--- config.mk ---
export PLATFORM = sky130hd
export DESIGN_NAME = mem_access_ctrl
export DESIGN_NICKNAME = d
export VERILOG_FILES = /design/src/rtl/mem_access_pkg.sv /design/src/rtl/sat_counter.sv /design/src/rtl/mem_access_ctrl.sv
export SDC_FILE = /design/constraint.sdc
export NUM_CORES = 1
export LEC_CHECK = 0
export BUFFER_PORTS_ARGS = -buffer_cell sky130_fd_sc_hd__buf_2
export CAP_MARGIN = 20
export CORE_MARGIN = 3
export CORE_UTILIZATION = 49
export CTS_CLUSTER_SIZE = 24
export DETAILED_ROUTE_END_ITERATION = 10
export PLACE_DENSITY_LB_ADDON = 0.1
export SETUP_SLACK_MARGIN = 0.02
export SKIP_LAST_GASP = 1
export SLEW_MARGIN = 30
export SYNTH_ARGS = -nofsm -noshare
export SYNTH_HDL_FRONTEND = slang
export SYNTH_SLANG_ARGS = --single-unit
--- constraint.sdc ---
create_clock -name clk_i -period 5.2 [get_ports clk_i]
set_clock_uncertainty 0.1 [all_clocks]
set_input_delay 0.26 -clock clk_i [delete_from_list [all_inputs] [get_ports clk_i]]
set_output_delay 0.26 -clock clk_i [all_outputs]
set_load 0.03 [all_outputs]
--- src/rtl/mem_access_pkg.sv ---
// mem_access_pkg: shared definitions for the memory access controller.
//   - request op encodings (op_e)
//   - controller FSM state encoding (state_e)
//   - default geometry of the attached 128x24 memory
//   - CS polarity constants for the memory port
//   - small helpers that classify an op
package mem_access_pkg;

  localparam int ADDR_W_DEFAULT    = 8;
  localparam int DATA_W_DEFAULT    = 24;
  localparam int MEM_DEPTH_DEFAULT = 128;

  localparam logic CS_READ  = 1'b0;
  localparam logic CS_WRITE = 1'b1;

  typedef enum logic [1:0] {
    OP_READ      = 2'b00,
    OP_WRITE     = 2'b01,
    OP_READ_IND  = 2'b10,
    OP_WRITE_IND = 2'b11
  } op_e;

  typedef enum logic [2:0] {
    ST_IDLE      = 3'd0,
    ST_ISSUE_PTR = 3'd1,
    ST_CAPT_PTR  = 3'd2,
    ST_ISSUE     = 3'd3,
    ST_CAPT      = 3'd4,
    ST_RESP      = 3'd5
  } state_e;

  function automatic logic op_is_write(input op_e op);
    return (op == OP_WRITE) || (op == OP_WRITE_IND);
  endfunction

  function automatic logic op_is_ind(input op_e op);
    return (op == OP_READ_IND) || (op == OP_WRITE_IND);
  endfunction

endpackage

--- src/rtl/sat_counter.sv ---
// sat_counter: WIDTH-bit event counter that sticks at all-ones.
// Ports:
//   clk_i    system clock
//   rst_ni   asynchronous active-low reset, clears the count
//   inc_i    count one event this cycle
//   count_o  current count
module sat_counter #(
  parameter int WIDTH = 16
) (
  input  logic             clk_i,
  input  logic             rst_ni,
  input  logic             inc_i,
  output logic [WIDTH-1:0] count_o
);

  logic [WIDTH-1:0] count_q, count_d;

  always_comb begin
    count_d = count_q;
    if (inc_i && (count_q != {WIDTH{1'b1}})) begin
      count_d = count_q + WIDTH'(1);
    end
  end

  always_ff @(posedge clk_i or negedge rst_ni) begin
    if (!rst_ni) begin
      count_q <= '0;
    end else begin
      count_q <= count_d;
    end
  end

  assign count_o = count_q;

endmodule

--- src/rtl/mem_access_ctrl.sv ---
// mem_access_ctrl: initiator for the synchronous 128x24 memory. Accepts one
// request at a time (direct or pointer-indirect read/write), sequences the
// memory cycles and returns a single response.
//
// Optional build macro: MEM_ACCESS_STATS_EN adds rd_count_o / wr_count_o,
// saturating counts of issued read / write memory cycles.
//
// Ports:
//   clk_i, rst_ni          clock, asynchronous active-low reset
//   req_valid_i/ready_o    request handshake (ready only in IDLE)
//   req_op_i               00 READ, 01 WRITE, 10 READ_IND, 11 WRITE_IND
//   req_addr_i, req_wdata_i  address M and write data
//   rsp_valid_o/ready_i    response handshake, response held while stalled
//   rsp_rdata_o, rsp_err_o read data (0 for writes/errors), illegal-address flag
//   mem_mar_o, mem_wdata_o, mem_en_o, mem_cs_o  registered memory drive
//   mem_rdata_i            memory data_out
//
// state     | meaning
// ----------+-------------------------------------------------------------
// IDLE      | waiting for a request, req_ready high
// ISSUE_PTR | read cycle on M to fetch the pointer
// CAPT_PTR  | pointer data on mem_rdata, range-checked
// ISSUE     | memory cycle on the target address
// CAPT      | read data on mem_rdata, captured into the response
// RESP      | response presented until rsp_ready
module mem_access_ctrl
  import mem_access_pkg::*;
#(
  parameter int ADDR_W    = ADDR_W_DEFAULT,
  parameter int DATA_W    = DATA_W_DEFAULT,
  parameter int MEM_DEPTH = MEM_DEPTH_DEFAULT
) (
  input  logic              clk_i,
  input  logic              rst_ni,
  input  logic              req_valid_i,
  output logic              req_ready_o,
  input  logic [1:0]        req_op_i,
  input  logic [ADDR_W-1:0] req_addr_i,
  input  logic [DATA_W-1:0] req_wdata_i,
  output logic              rsp_valid_o,
  input  logic              rsp_ready_i,
  output logic [DATA_W-1:0] rsp_rdata_o,
  output logic              rsp_err_o,
  output logic [ADDR_W-1:0] mem_mar_o,
  output logic [DATA_W-1:0] mem_wdata_o,
  input  logic [DATA_W-1:0] mem_rdata_i,
  output logic              mem_en_o,
  output logic              mem_cs_o
`ifdef MEM_ACCESS_STATS_EN
  ,
  output logic [15:0]       rd_count_o,
  output logic [15:0]       wr_count_o
`endif
);

  state_e            state_q, state_d;
  op_e               op_q, op_d;
  op_e               req_op;
  logic [ADDR_W-1:0] ptr;
  logic [ADDR_W-1:0] mem_mar_q, mem_mar_d;
  logic [DATA_W-1:0] mem_wdata_q, mem_wdata_d;
  logic              mem_en_q, mem_en_d;
  logic              mem_cs_q, mem_cs_d;
  logic [DATA_W-1:0] rsp_rdata_q, rsp_rdata_d;
  logic              rsp_err_q, rsp_err_d;

  function automatic logic addr_ok(input logic [ADDR_W-1:0] a);
    return int'(a) < MEM_DEPTH;
  endfunction

  assign req_op = op_e'(req_op_i);
  // Upper bits of the pointer word are ignored.
  assign ptr    = mem_rdata_i[ADDR_W-1:0];

  always_ff @(posedge clk_i or negedge rst_ni) begin
    if (!rst_ni) begin
      state_q <= ST_IDLE;
    end else begin
      state_q <= state_d;
    end
  end

  always_comb begin
    state_d = state_q;
    case (state_q)
      ST_IDLE: begin
        if (req_valid_i) begin
          if (!addr_ok(req_addr_i)) begin
            state_d = ST_RESP;
          end else if (op_is_ind(req_op)) begin
            state_d = ST_ISSUE_PTR;
          end else begin
            state_d = ST_ISSUE;
          end
        end
      end
      ST_ISSUE_PTR: state_d = ST_CAPT_PTR;
      ST_CAPT_PTR:  state_d = addr_ok(ptr) ? ST_ISSUE : ST_RESP;
      ST_ISSUE:     state_d = op_is_write(op_q) ? ST_RESP : ST_CAPT;
      ST_CAPT:      state_d = ST_RESP;
      ST_RESP: begin
        if (rsp_ready_i) begin
          state_d = ST_IDLE;
        end
      end
      default:      state_d = ST_IDLE;
    endcase
  end

  // Memory-side outputs are registered, so they are derived from state_d:
  // mem_en is high exactly during ISSUE / ISSUE_PTR cycles.
  always_comb begin
    op_d        = op_q;
    mem_mar_d   = mem_mar_q;
    mem_wdata_d = mem_wdata_q;
    rsp_rdata_d = rsp_rdata_q;
    rsp_err_d   = rsp_err_q;
    mem_en_d    = (state_d == ST_ISSUE) || (state_d == ST_ISSUE_PTR);
    case (state_q)
      ST_IDLE: begin
        if (req_valid_i) begin
          op_d        = req_op;
          mem_wdata_d = req_wdata_i;
          rsp_rdata_d = '0;
          rsp_err_d   = !addr_ok(req_addr_i);
          if (addr_ok(req_addr_i)) begin
            mem_mar_d = req_addr_i;
          end
        end
      end
      ST_CAPT_PTR: begin
        if (addr_ok(ptr)) begin
          mem_mar_d = ptr;
        end else begin
          rsp_err_d = 1'b1;
        end
      end
      ST_CAPT:     rsp_rdata_d = mem_rdata_i;
      default:     ;
    endcase
    mem_cs_d = ((state_d == ST_ISSUE) && op_is_write(op_d)) ? CS_WRITE : CS_READ;
  end

  always_ff @(posedge clk_i or negedge rst_ni) begin
    if (!rst_ni) begin
      op_q        <= OP_READ;
      mem_mar_q   <= '0;
      mem_wdata_q <= '0;
      mem_en_q    <= 1'b0;
      mem_cs_q    <= CS_READ;
      rsp_rdata_q <= '0;
      rsp_err_q   <= 1'b0;
    end else begin
      op_q        <= op_d;
      mem_mar_q   <= mem_mar_d;
      mem_wdata_q <= mem_wdata_d;
      mem_en_q    <= mem_en_d;
      mem_cs_q    <= mem_cs_d;
      rsp_rdata_q <= rsp_rdata_d;
      rsp_err_q   <= rsp_err_d;
    end
  end

  assign req_ready_o = (state_q == ST_IDLE);
  assign rsp_valid_o = (state_q == ST_RESP);
  assign rsp_rdata_o = rsp_rdata_q;
  assign rsp_err_o   = rsp_err_q;
  assign mem_mar_o   = mem_mar_q;
  assign mem_wdata_o = mem_wdata_q;
  assign mem_en_o    = mem_en_q;
  assign mem_cs_o    = mem_cs_q;

`ifdef MEM_ACCESS_STATS_EN
  // Every mem_en cycle is an ISSUE or ISSUE_PTR cycle; pointer fetches are reads.
  sat_counter #(.WIDTH(16)) u_rd_count (
    .clk_i   (clk_i),
    .rst_ni  (rst_ni),
    .inc_i   (mem_en_q && (mem_cs_q == CS_READ)),
    .count_o (rd_count_o)
  );

  sat_counter #(.WIDTH(16)) u_wr_count (
    .clk_i   (clk_i),
    .rst_ni  (rst_ni),
    .inc_i   (mem_en_q && (mem_cs_q == CS_WRITE)),
    .count_o (wr_count_o)
  );
`endif

endmodule

==> summary.md <==
| Metric | Value |
|---|---|
| Crit path max fanout | 20 |
| IO Pins | 123 |
| Hold-fix buffers, CTS | 0 |
| Worst path cell trace | nor4b_4 > buf_4 > nand2_1 > and4_4 > mux2_4 |
| Crit. End Element | register |
| Syn avg cell area | 15.2 um2 |
| Initial Util | 51.7% |
| Worst Hold Class | in2async |
| CTS Root Cell | clkbuf_8 |
| Core ar. | 0.00482 mm2 |
| Maximum clock frequency | 400 MHz |
| Final Util | 69.9% |
| Worst r2r path cells | 5 |
| Residual DRC | 0 |
| Antenna violations before repair | 0 |
| Finished Layout Cells | 362 |
| Setup_tns | 0 ns |
| Final period util | 48.1% |
| Pwr Total | 2.46 mW |
| Clk_lat worst skew | 0.33 ns |
| R2r setup slk | 2.70 ns |
| Post-route ant nets | 0 |
| RR Startpoint | state_q[2] |
| DP Wirelength | 3.91 mm |
| CP max-delay cell | nor4b_4 |
| Clk buf depth | 2 |
| Data arrival, critical path | 2.61 ns |
| Synthesized cell area | 0.00249 mm2 |
| WHS | -0.0163 ns |
| Worst VDD drop | 0.485 mV |
| Setup crit start kind | register |
| Max Cap Viol | 0 |
| Initial DRC Count | 54 |
| Port bufs | 122 |
| Status | finished with violations |
| Via density per instance | 4.97 |
| Post-synthesis sequential area ratio | 63.3% |
| Setup Buffers After CTS | 0 |
| Slew at the pin with the worst max-slew slack | 0.758 ns |
| RSZ-0062 raised after global routing | no |
| Final Hold Viols | 32 |
| #FFs+latches synth | 63 |
| Total CTS buffers | 9 |
| Ys Warns | 0 |
| Clk slew on worst S/H paths | 0.06 ns |
| Final Wtd Congestion | 0.760 |
| Failing checks | negative hold slack |
| # setup viols final | 0 |
| Routed Wire Length | 5.46 mm |
| DR pass1 iterations | 4 |
| Clock sink count | 63 |
| Critical path data required time | 5.31 ns |
| Synth top area share | 63.3% |
| Synth cell count leaders | dfrtp_1, mux2_2, a22o_1 |
| Setup CP Type | reg2reg |
| Vias in the first global route | 1882 |
| Share of layout cells above drive strength 1 | 63.1% |
| Headroom to the max-slew limit | 49.5% |
| Critical path's largest stage delay | 0.67 ns |
| Minimum clock period | 2.50 ns |
| Top cell family by delay on the critical path | simple AND/OR/NAND/NOR gates |
| DR WL/cell | 15.1 um |
| Via count | 1798 |
| GRT Total Usage | 19.5% |
| Total grt overflow | 0 |
| Synth unique cells | 27 |
| Row count | 25 |
| Largest net degree at the start of global routing | 64 |
| TritonCTS clock tree | built |
| Die area | 0.00598 mm2 |
| Most common cell in the synthesized netlist | dfrtp_1 |
| Synthesis-to-finish area growth | 35.2% |
| CTS H-Tree Depth | 3 |
| Syn nets | 226 |
| Async SR Flop Fraction | 100% |
| Leading area contributor after synthesis | dfrtp_1 |
| Leading post-synthesis cells by cell area | dfrtp_1, mux2_2, a22o_1, mux2_4, nor4b_4 |
| Post-synth EDFFs | 0 |
| Antenna cell count | 0 |
| Synthesized instance count | 164 |
| RR Endpoint | mem_mar_o[2] |
| Final Slew Violations | 0 |
| Die W | 77.3 um |
| Lkg Pwr | 1.75 nW |
| Nets | 352 |
| Dpl cells | 346 |
| WP buf/inv | 1 |
| Pwr dens | 729 mW/mm2 |
| PostCTS Resize Cnt | 0 |
| Die H | 77.3 um |
| Global-route wire length before repair | 9.05 mm |
| Top_reg_cell synth | dfrtp_1 |
metrics by stage:
stage	cell area, um2	worst slack, ns	hold slack (ns)
floorplan	2490	3.37	-0.136
global placement	3150	2.74	0.367
detailed placement	3160	2.66	0.367
CTS	3370	2.66	0.0115
global route	3370	2.54	0.0352
finish	3370	2.70	-0.0163
registers in the layout, indices dropped and copies added, names as in the netlist:
signal,count
mem_wdata_o,24
rsp_rdata_o,24
mem_en_o,1
rsp_err_o,1
state_q,3
mem_cs_o,1
op_q,1
mem_mar_o,8
cell usage in the layout (no fill, tap or decap), types with 2 or more instances in the layout:
| cell type | netlist | final |
|---|---|---|
| mux2_4 | 7 | 7 |
| and3_1 | 2 | 2 |
| nand2_1 | 4 | 4 |
| clkinv_2 | 0 | 2 |
| nand3_1 | 2 | 2 |
| a22o_1 | 24 | 24 |
| dfrtp_1 | 63 | 63 |
| clkbuf_8 | 0 | 12 |
| mux2_2 | 31 | 31 |
| a21oi_1 | 2 | 2 |
| o21ai_0 | 3 | 3 |
| buf_2 | 3 | 122 |
| nor2_1 | 3 | 2 |
| buf_4 | 2 | 3 |
metal layers:
layer | routed length (um) | GRT usage, % | vias up | part of all wire (%)
li1 | - | - | 851 | -
met3 | 482 | 6.81 | 5 | 8.8
met2 | 2630 | 30.5 | 80 | 48
met4 | 56 | 7.47 | 0 | 1.0
met1 | 2290 | 25.1 | 862 | 42
met5 | 0 | 0 | - | 0
final cells by class:
cell class	instances	area, um2
fill	381	1450
sequential	63	1580
clock inverter	3	40.0
timing repair buffer	125	633
multi-input combinational	89	858
inverter	2	7.51
tap	67	83.8
clock buffer	13	169
power by group:
part           internal (mW)  leakage (nW)  switching, mW
combinational          0.453         0.865          0.734
sequential             0.709         0.780          0.125
clock                  0.259         0.109          0.175
worst max-delay path by stage:
stage / from / endpoint / slack (ns) / depth (start not counted)
after CTS: state_q[2] / mem_mar_o[2] / 2.66 / 5
final: state_q[2] / mem_mar_o[2] / 2.70 / 5
after global placement: state_q[2] / mem_mar_o[5] / 2.74 / 5
after detailed placement: state_q[2] / mem_mar_o[2] / 2.66 / 5
after floorplan: state_q[0] / mem_mar_o[0] / 3.37 / 6
after global routing: state_q[2] / mem_mar_o[2] / 2.54 / 5
cell families after synthesis:
logic type	Yosys count	share of synthesized area, %
AOI/OAI and AO/OA	31	10.4
muxes	38	18.2
DFF	63	63.3
buffers and inverters	12	2.56
and+or+nand+nor	20	5.52
(Power assumes the default switching activity.)
